--- config.mk ---
export PLATFORM = sky130hd
export DESIGN_NAME = hazard_ctrl
export DESIGN_NICKNAME = d
export VERILOG_FILES = /design/src/rtl/hazard_ctrl.sv
export SDC_FILE = /design/constraint.sdc
export NUM_CORES = 1
export LEC_CHECK = 0
export ABC_AREA = 1
export CAP_MARGIN = 10
export CELL_PAD_IN_SITES_DETAIL_PLACEMENT = 0
export CELL_PAD_IN_SITES_GLOBAL_PLACEMENT = 1
export CORE_ASPECT_RATIO = 1.5
export CORE_MARGIN = 2
export CORE_UTILIZATION = 21
export DETAILED_ROUTE_END_ITERATION = 10
export GPL_ROUTABILITY_DRIVEN = 0
export PLACE_DENSITY = 0.94
export SYNTH_ARGS = -nofsm -noshare
export SYNTH_HDL_FRONTEND = slang
export SYNTH_SLANG_ARGS = --single-unit
--- constraint.sdc ---
create_clock -name clock -period 2.7 [get_ports clock]
set_input_delay 0.54 -clock clock [delete_from_list [all_inputs] [get_ports clock]]
set_output_delay 0.54 -clock clock [all_outputs]
set_load 0.03 [all_outputs]
--- src/rtl/hazard_ctrl.sv ---
// hazard_ctrl: load-use hazard and taken-branch pipeline control.
// Holds the PC and IF/ID and bubbles ID/EX for LOAD_LAT cycles per load-use
// hazard. A taken branch flushes IF/ID and bubbles ID/EX, and it wins over a
// hazard. Control outputs are combinational from state and inputs.
// Optional feature macro: HAZARD_PERF_EN (saturating stall/flush counters).
// Without it, stall_count and flush_count are tied to zero.
// o_dbg_state exposes the FSM state (0 = RUN, 1 = STALL) for observation.
module hazard_ctrl #(
    parameter int unsigned LOAD_LAT = 1
) (
    input  logic        clock,
    input  logic        reset,
    input  logic        id_valid,
    input  logic [4:0]  id_rs1,
    input  logic [4:0]  id_rs2,
    input  logic        id_rs1_used,
    input  logic        id_rs2_used,
    input  logic [4:0]  ex_rd,
    input  logic        ex_memtoreg,
    input  logic        ex_reg_en,
    input  logic        ex_br_taken,
    output logic        pc_stall,
    output logic        if_id_stall,
    output logic        if_id_flush,
    output logic        id_ex_bubble,
    output logic [15:0] stall_count,
    output logic [15:0] flush_count,
    output logic        o_dbg_state
);

    typedef enum logic {
        ST_RUN   = 1'b0,
        ST_STALL = 1'b1
    } state_t;

    // Down-counter start value after the first bubble cycle spent in RUN.
    localparam logic [2:0] CNT_INIT = 3'(LOAD_LAT - 1);

    state_t     r_state;
    state_t     w_state_nxt;
    logic [2:0] r_cnt;
    logic [2:0] w_cnt_nxt;
    logic       w_hazard;
    logic       w_pc_stall;
    logic       w_if_id_stall;
    logic       w_if_id_flush;
    logic       w_id_ex_bubble;

    // A load in EX writing a non-x0 register that ID reads is a load-use hazard.
    assign w_hazard = id_valid & ex_memtoreg & ex_reg_en & (ex_rd != 5'd0) &
                      ((id_rs1_used & (id_rs1 == ex_rd)) |
                       (id_rs2_used & (id_rs2 == ex_rd)));

    // State and stall counter register; reset abandons any pending stall.
    always_ff @(posedge clock) begin
        if (!reset) begin
            r_state <= ST_RUN;
            r_cnt   <= 3'd0;
        end else begin
            r_state <= w_state_nxt;
            r_cnt   <= w_cnt_nxt;
        end
    end

    // Next-state and control outputs; outputs are held low while in reset.
    always_comb begin
        w_state_nxt    = r_state;
        w_cnt_nxt      = r_cnt;
        w_pc_stall     = 1'b0;
        w_if_id_stall  = 1'b0;
        w_if_id_flush  = 1'b0;
        w_id_ex_bubble = 1'b0;
        if (reset) begin
            case (r_state)
                ST_RUN: begin
                    if (ex_br_taken) begin
                        w_if_id_flush  = 1'b1;
                        w_id_ex_bubble = 1'b1;
                    end else if (w_hazard) begin
                        w_pc_stall     = 1'b1;
                        w_if_id_stall  = 1'b1;
                        w_id_ex_bubble = 1'b1;
                        if (LOAD_LAT > 1) begin
                            w_state_nxt = ST_STALL;
                            w_cnt_nxt   = CNT_INIT;
                        end
                    end
                end
                ST_STALL: begin
                    if (ex_br_taken) begin
                        // The branch squashes the stalled instruction anyway.
                        w_if_id_flush  = 1'b1;
                        w_id_ex_bubble = 1'b1;
                        w_state_nxt    = ST_RUN;
                        w_cnt_nxt      = 3'd0;
                    end else begin
                        w_pc_stall     = 1'b1;
                        w_if_id_stall  = 1'b1;
                        w_id_ex_bubble = 1'b1;
                        if (r_cnt <= 3'd1) begin
                            w_state_nxt = ST_RUN;
                            w_cnt_nxt   = 3'd0;
                        end else begin
                            w_cnt_nxt   = r_cnt - 3'd1;
                        end
                    end
                end
                default: begin
                    w_state_nxt = ST_RUN;
                    w_cnt_nxt   = 3'd0;
                end
            endcase
        end
    end

    assign pc_stall     = w_pc_stall;
    assign if_id_stall  = w_if_id_stall;
    assign if_id_flush  = w_if_id_flush;
    assign id_ex_bubble = w_id_ex_bubble;
    assign o_dbg_state  = r_state;

`ifdef HAZARD_PERF_EN
    logic [15:0] r_stall_count;
    logic [15:0] r_flush_count;

    // Saturating event counters for stall and flush cycles.
    always_ff @(posedge clock) begin
        if (!reset) begin
            r_stall_count <= 16'd0;
            r_flush_count <= 16'd0;
        end else begin
            if (w_pc_stall && (r_stall_count != 16'hFFFF))
                r_stall_count <= r_stall_count + 16'd1;
            if (w_if_id_flush && (r_flush_count != 16'hFFFF))
                r_flush_count <= r_flush_count + 16'd1;
        end
    end

    assign stall_count = r_stall_count;
    assign flush_count = r_flush_count;
`else
    assign stall_count = 16'd0;
    assign flush_count = 16'd0;
`endif

endmodule

Word-level counts from Yosys, hierarchy flattened:

Cells that the tools add are included.

* $add $sub $neg: 1
* $lt $le $gt $ge: 1
* eq/ne operators: 2
* muxes and demuxes: 13
* bitwise gates (word level): 9
* reduce and logical (&&, ||, !) cells: 2

Operator list (number)
* == test 5 bit: 2
* 2-to-1 mux 1 bit: 9
* AND 1 bit: 6
* 2-to-1 mux 3 bit: 2
* nonzero test 5 bit: 1
* one-hot mux 1 bit (2 select lines): 2
* less-or-equal comparator 3 x 1 -> 1 bit, second input constant: 1
* OR reduction 3 bit: 1
* subtractor 3 x 1 -> 3 bit, second input constant: 1
* inverter 1 bit: 2
* bitwise OR 1 bit: 1

* register bits: 4
* input bits: 23
* output and inout bits: 37
* word-level logic and storage cells: 30

Longest topological paths before layout:

Gate-level depths: netlist of run 1.

* depth after elaboration: 8
* depth in mapped cells: 9
* gate-level depth less buffers: 9

Worst setup path after synthesis of run 1:

No wires, ideal clock.

* path type: input-to-output
* start point: input port id_rs2[3]
* end point: output port pc_stall
* data arrival time: 1.715 ns
* required time: 2.160 ns
* slack: 0.445 ns
* stages: 9
* buffers on the path: 1
* path through: inv_1 nand2_1 nand2_1 nor2_2 nand3_1 nand2_1 nand2_1 a21oi_1 buf_4

* word-level cells in the longest chain between the ends: 8

Ends and longest elaborated chain
* from (decl): line 15 `input logic [4:0] id_rs2,`
* == test 5 bit: line 52 `(id_rs2_used & (id_rs2 == ex_rd)));`
* AND 1 bit: line 52
* bitwise OR 1 bit: line 51 `((id_rs1_used & (id_rs1 == ex_rd)) |`
* AND 1 bit: line 50 `assign w_hazard = id_valid & ex_memtoreg & ex_reg_en & (ex_rd != 5'd0) &`
* 2-to-1 mux 1 bit (2 in series)
* one-hot mux 1 bit (2 select lines)
* 2-to-1 mux 1 bit
* to (decl): line 22 `output logic pc_stall,`

Every way passes these cells.

Final worst setup path of run 1:

* start point: input port ex_rd[4]
* end point: output port if_id_stall

* word-level cells in the longest chain between the ends: 8
* elaborated cells between the ends (all ways): 12
* classes of those cells: eq/ne: 2; mux: 4; bitwise: 5; reduce/logical: 1

Ends and longest elaborated chain
* from (decl): line 18 `input logic [4:0] ex_rd,`
* == test 5 bit (on tied branches): line 51, 52
* AND 1 bit (on tied branches): line 51, 52
* bitwise OR 1 bit: line 51
* AND 1 bit *: line 50
* 2-to-1 mux 1 bit *: line 79 `end else if (w_hazard) begin`
* 2-to-1 mux 1 bit *: line 76 `if (ex_br_taken) begin`
* one-hot mux 1 bit (2 select lines) *: line 74 `case (r_state)`
* 2-to-1 mux 1 bit *: line 73 `if (reset) begin`
* to (decl): line 23 `output logic if_id_stall,`

Mark *: on every way between the ends. The rest lies on a longest branch, timed or not.

==> results of run 1 <==
## cells by family after synthesis
| logic type | share of synthesized area |
|---|---|
| buffers and inverters | 0.4704 |
| AO/OA/AOI/OAI | 0.05401 |
| flip-flops | 0.1115 |
| other | 0.005221 |
| adder cells (fa/ha/maj) | 0.03484 |
| AND/OR/NAND/NOR | 0.3240 |
## power by group through the flow
stage | Clock, mW | Combinational (mW) | Sequential [mW]
2_1_floorplan | 0 | 0.122 | 0.0603
3_3_place_gp | 0 | 0.131 | 0.0603
3_5_place_dp | 0 | 0.131 | 0.0603
4_1_cts | 0.128 | 0.131 | 0.0596
5_1_grt | 0.135 | 0.142 | 0.0595
6_report | 0.125 | 0.131 | 0.0596
## critical path, cell delays in order
cell             delay (ps)
clkdlybuf4s50_1         520
inv_2                    60
nand2_1                  50
nand2_1                  50
nor2_1                  110
nand3_1                  80
nand2_1                  60
nand2_1                  60
a21oi_1                 200
buf_4                   200
## sequential cells by signal (all words and copies together), names as in the netlist
signal and cells:
o_dbg_state 1, r_cnt 3
## placed cells by master (no fill, tap or decap)
cell and instances:
clkdlybuf4s50_1 24, nand2_1 36, nand3_1 2, nand4_1 2
nor2_2 3, buf_4 3, dfxtp_1 4, nor2_1 15
inv_1 16, o21ai_0 2, clkbuf_8 3, inv_2 8
ha_1 2, a21oi_2 1, a21oi_1 4, conb_1 32
## area by class of cell
cell class / count / area (um2) / area share
clock buffers: 3 / 41.29 / 0.04377
inverters: 24 / 90.09 / 0.09549
multi-input cells: 99 / 416.7 / 0.4416
flip-flops and latches: 4 / 80.08 / 0.08488
well taps: 42 / 52.55 / 0.05570
repair buffers: 27 / 262.8 / 0.2785
## metrics by stage
stage	util	power, mW
5_1_grt	0.2816	0.3372
4_1_cts	0.2816	0.3183
3_5_place_dp	0.2692	0.1912
6_report	0.2816	0.3151
3_3_place_gp	0.2692	0.1911
2_1_floorplan	-	0.1821
## routing by layer
metal	wire (um)	GRT usage	share of wire	vias up
met2	702	0.1467	0.49	43
met4	42	0.06140	0.029	0
li1	-	-	-	368
met1	522	0.07482	0.36	276
met5	0	0	0	-
met3	177	0.02549	0.12	5
## cells in the mapped netlist
cell	number
nor2_1	15
nor2_2	3
conb_1	1
ha_1	2
nand4_1	2
o21ai_0	2
dfxtp_1	4
buf_4	33
a21oi_2	1
nand3_1	2
nand2_1	36
inv_2	8
a21oi_1	4
inv_1	16
## worst min path at each step
stage	startpoint	slack [ps]	endpoint	cells past startpoint
after CTS	r_cnt[0]	500	r_cnt[0]	2
after global routing	r_cnt[0]	540	r_cnt[0]	2
after detailed placement	r_cnt[0]	500	r_cnt[0]	2
after global placement	r_cnt[0]	490	r_cnt[0]	2
after floorplan	r_cnt[0]	470	r_cnt[0]	2
final	r_cnt[0]	510	r_cnt[0]	2
==> flow_metrics.py, run 1 <==
metrics = {
    "worst_setup_path": {
        "endpoint_kind": "output pin",
        "crit_type": "primary input to output pin",
        "crit_path_start_kind": "primary input",
        "r2r_cells": 9,
        "critical_path.startpoint": "ex_rd[4]",
        "r2r-start": "r_cnt[1]",
        "cp.required_ps": 2160,
        "arrival_ps": 1930,
        "rrSetupSlack_ps": 1560,
        "crit_path_end": "if_id_stall",
        "crit_fanout": 3,
        "r2r_end": "r_cnt[1]",
    },
    "floorplan": {
        "start_util": 0.2143,
        "die_height_um": 75.62,
        "ios": 60,
        "rows": 26,
        "coreArea_um2": 3351,
        "die-area_um2": 3913,
        "die_w_um": 51.75,
    },
    "grt": {
        "antenna_found_initial": 0,
        "globalRouteTotalUtil": 0.08104,
        "grt_first_pass_wirelength_mm": 2.318,
        "grt_overflow": 0,
        "grt_pass1_vias": 602,
        "grt_max_degree": 7,
    },
    "power_and_ir_drop": {
        "peakVddDrop_v": 0.0001194,
        "sw_frac_of_total": 0.3789,
        "p_leak_nw": 0.5350,
        "seq_power_share": 0.189,
        "powerDensity_nw_per_um2": 334.0,
        "power_frac_comb": 0.415,
        "cell_internal_pwr_uw": 195.7,
        "power_switching_uw": 119.4,
        "clkPwrFrac": 0.396,
    },
    "logic_synthesis": {
        "synth-seq-area-share": 0.1115,
        "ys_ff_latch": 4,
        "yosysUniqueCellTypes": 14,
        "synth.top_cell.area_share": 0.3449,
        "avgSynthCellArea_um2": 5.567,
        "yosys_warnings": 0,
        "syn_area_um2": 718.2,
        "synth.largest_area_cell": "buf_4",
        "synthCells": 129,
        "yosys-top-cells-area": "buf_4 34%, nand2_1 19%, dfxtp_1 11%",
    },
    "cts": {
        "root_buffer": "clkbuf_8",
        "cts.htree.levels": 1,
        "cts_setup_buffers": 0,
        "cts.sinks": 4,
        "clk_pin_slew_ps": 30,
        "numCtsBuffers": 3,
        "cts_resized": 0,
        "cts_hold_buf": 0,
        "cts_tree": "done",
        "clockBufferDepth": 2,
        "insertion_delay_ps": 220,
    },
    "timing": {
        "rsz0062_at_grt": "false",
        "setup_ws_ps": 234.1,
        "setup_viol": 0,
        "hold_violations": 0,
        "fin_crit_sh": 0.9133,
        "finClkSkew_ps": 1.366,
        "max_freq_ghz": 0.4055,
        "min_period_ps": 2466,
        "slew_violations": 0,
        "tns_ps": 0,
        "fin_hold_ws_ps": 509.1,
    },
    "placement": {
        "io_buffers": 27,
        "dp_hpwl_mm": 1.275,
        "place_inst": 196,
        "placed_area_um2": 902.1,
        "pre_cts_slack_ps": 176.5,
    },
    "hold_path": {
        "hold_path_class": "flip-flop to flip-flop",
    },
    "final_layout": {
        "antenna_cells": 0,
        "finalNetCount": 184,
        "syn2layout_area_growth_pct": 31.36,
        "fill_cells": 405,
        "drive_gt1_frac": 0.1146,
        "instances_no_fill": 199,
        "fin_area_um2": 943.4,
    },
    "drt": {
        "drcViolationCount": 0,
        "drt_iter0_markers": 4,
        "drt-pass1-iter-count": 4,
        "wl_mm": 1.444,
        "vias": 692,
        "wl_per_cell_um": 7.256,
        "ant_nets": 0,
        "vias_per_cell": 3.477,
    },
    "job": {
        "maxCapViolCount": 0,
    },
    "run_status": {
        "status": "complete, no violations",
    },
}
No activity file was read; power rests on OpenSTA's default activity.
==> run 2: changes to the inputs <==
- CORE_ASPECT_RATIO: 1.5 -> 1.25
- GPL_TIMING_DRIVEN: default -> 0
==> flow_metrics.py, run 2 (synthesized netlist as in run 1, its figures left out) <==
metrics = {
    "worst_setup_path": {
        "crit_slowest_cell": "clkdlybuf4s50_1",
        "endpoint_kind": "output pin",
        "crit_path_start_kind": "primary input",
        "worstPathCellList": "clkdlybuf4s50_1 > inv_2 > nand2_1 > nand2_1 > nor2_1 > nand3_1 > nand2_1 > nand2_1 > a21oi_2 > buf_4 > buf_4",
        "r2r_end": "r_cnt[1]",
        "r2r_cells": 9,
        "timing.critical_path.buf_inv": 4,
        "crit_fanout": 3,
        "arrival_ps": 1960,
        "cp.required_ps": 2160,
        "r2r-start": "r_cnt[1]",
        "crit_top_cell": "nand2_1",
        "critical-path-top-delay-family": "buffers and inverters",
        "cp_slowest_stage_delay_ps": 510,
        "crit_cells": 11,
        "crit_type": "primary input to output pin",
        "rrSetupSlack_ps": 1590,
    },
    "run_status": {
        "status": "complete, no violations",
    },
    "floorplan": {
        "ios": 60,
        "die_height_um": 69.39,
        "die_w_um": 56.31,
        "die-area_um2": 3907,
        "start_util": 0.2209,
        "coreArea_um2": 3252,
        "rows": 23,
    },
    "hold_path": {
        "hold_start": "r_cnt[0]",
        "hold_path_class": "flip-flop to flip-flop",
        "whs_path_depth": 2,
        "hold_end": "r_cnt[0]",
    },
    "grt": {
        "grt_first_pass_wirelength_mm": 2.359,
        "grt_pass1_vias": 623,
        "grt_overflow": 0,
        "grt_max_degree": 7,
        "globalRouteTotalUtil": 0.07351,
        "antenna_found_initial": 0,
    },
    "drt": {
        "wl_mm": 1.419,
        "drt_iter0_markers": 7,
        "vias_per_cell": 3.339,
        "ant_nets": 0,
        "drcViolationCount": 0,
        "drt-pass1-iter-count": 2,
        "vias": 758,
        "wl_per_cell_um": 6.251,
    },
    "timing": {
        "min_period_ps": 2496,
        "slew_violations": 0,
        "setup_viol": 0,
        "max_freq_ghz": 0.4006,
        "finClkSkew_ps": 5.296,
        "rsz0062_at_grt": "false",
        "hold_violations": 0,
        "setup_ws_ps": 203.5,
        "fin_crit_sh": 0.9246,
    },
    "cts": {
        "cts_setup_buffers": 0,
        "insertion_delay_ps": 220,
        "cts.htree.levels": 1,
        "clk_pin_slew_ps": 30,
        "cts.sinks": 4,
        "cts_tree": "done",
        "numCtsBuffers": 3,
        "cts_hold_buf": 0,
        "root_buffer": "clkbuf_8",
        "clockBufferDepth": 2,
    },
    "placement": {
        "io_buffers": 27,
        "place_inst": 224,
        "dp_hpwl_mm": 1.301,
        "pre_cts_slack_ps": -369.9,
    },
    "power_and_ir_drop": {
        "p_leak_nw": 0.7136,
        "peakVddDrop_v": 0.0001922,
        "power_uw": 353.2,
        "powerDensity_nw_per_um2": 298.4,
    },
    "final_layout": {
        "antenna_cells": 0,
        "finalNetCount": 217,
        "top_register": "r_cnt",
        "layout_commonest_cell": "nand2_1",
        "drive_gt1_frac": 0.2737,
        "syn2layout_area_growth_pct": 64.81,
        "mostFrequentLayoutCells": "36 x nand2_1, 34 x buf_4, 32 x conb_1, 24 x clkdlybuf4s50_1, 16 x inv_1",
        "largest_reg_flops": 3,
        "instances_no_fill": 227,
    },
    "job": {
        "maxCapViolCount": 0,
    },
}
## run 2: cell types whose count changed in the layout (fill, tap and decap cells not counted), sizes merged
cell,change
buf,+31
clkbuf,+2
## run 2: power by group
| part | switching (mW) | internal, mW |
|---|---|---|
| registers | 0.0000000000000000408 | 0.0595 |
| clock network | 0.0321 | 0.0951 |
| logic | 0.0945 | 0.0719 |
## run 2: per-layer routing
metal | track usage | share of wire | vias up
met4 | 0.03175 | 0.016 | 0
li1 | - | - | 440
met1 | 0.07753 | 0.40 | 274
met5 | 0 | 0 | -
met3 | 0.02239 | 0.14 | 2
met2 | 0.1320 | 0.45 | 42
## run 2: area by class of cell
type | instances | area [um2]
clock buffers | 3 | 41.29
plain buffers | 33 | 247.7
fillers | 372 | 2068
inverters | 24 | 90.09
well taps | 37 | 46.29
repair buffers | 27 | 257.7
flip-flops and latches | 4 | 80.08
multi-input cells | 99 | 420.4
## run 2: what timing repair did
| action | in CTS | in global routing |
|---|---|---|
| setup endpoints to repair | 3 | 3 |
| hold endpoints to repair | 0 | 0 |
| gates resized for setup | 4 | 5 |
## run 2: worst register-to-register path: stages (launching register included)
cell and delay [ps]:
dfxtp_1 280, inv_1 100, ha_1 150, inv_1 40, a21oi_2 160, nor2_2 50, inv_2 60, nor2_2 30
nor2_1 80, nor2_1 40
## run 2: how the worst max path moves through the flow
stage / slack (ps) / start / end
6_report: 200 / ex_rd[4] / pc_stall
5_1_grt: 50 / ex_rd[4] / pc_stall
4_1_cts: 4 / ex_rd[4] / if_id_stall
3_5_place_dp: -370 / ex_rd[3] / pc_stall
3_3_place_gp: -360 / ex_rd[4] / pc_stall
2_1_floorplan: 450 / id_rs2[3] / pc_stall
## run 2: metrics by stage
stage	hold slack [ps]	TNS [ps]	area [um2]	util
3_5_place_dp	504.3	-888.2	1151	0.3540
5_1_grt	545.5	0	1184	0.3640
6_report	503.9	0	1184	0.3640
4_1_cts	508.7	0	1187	0.3651
2_1_floorplan	466.9	0	834.6	-
3_3_place_gp	495.3	-927.5	1151	0.3540
==> run 3: changes to the inputs <==
- CTS_CLUSTER_SIZE: default -> 40
==> results of run 3 <==
Same layout as run 2: the final DEF is identical, and so are final timing and power.
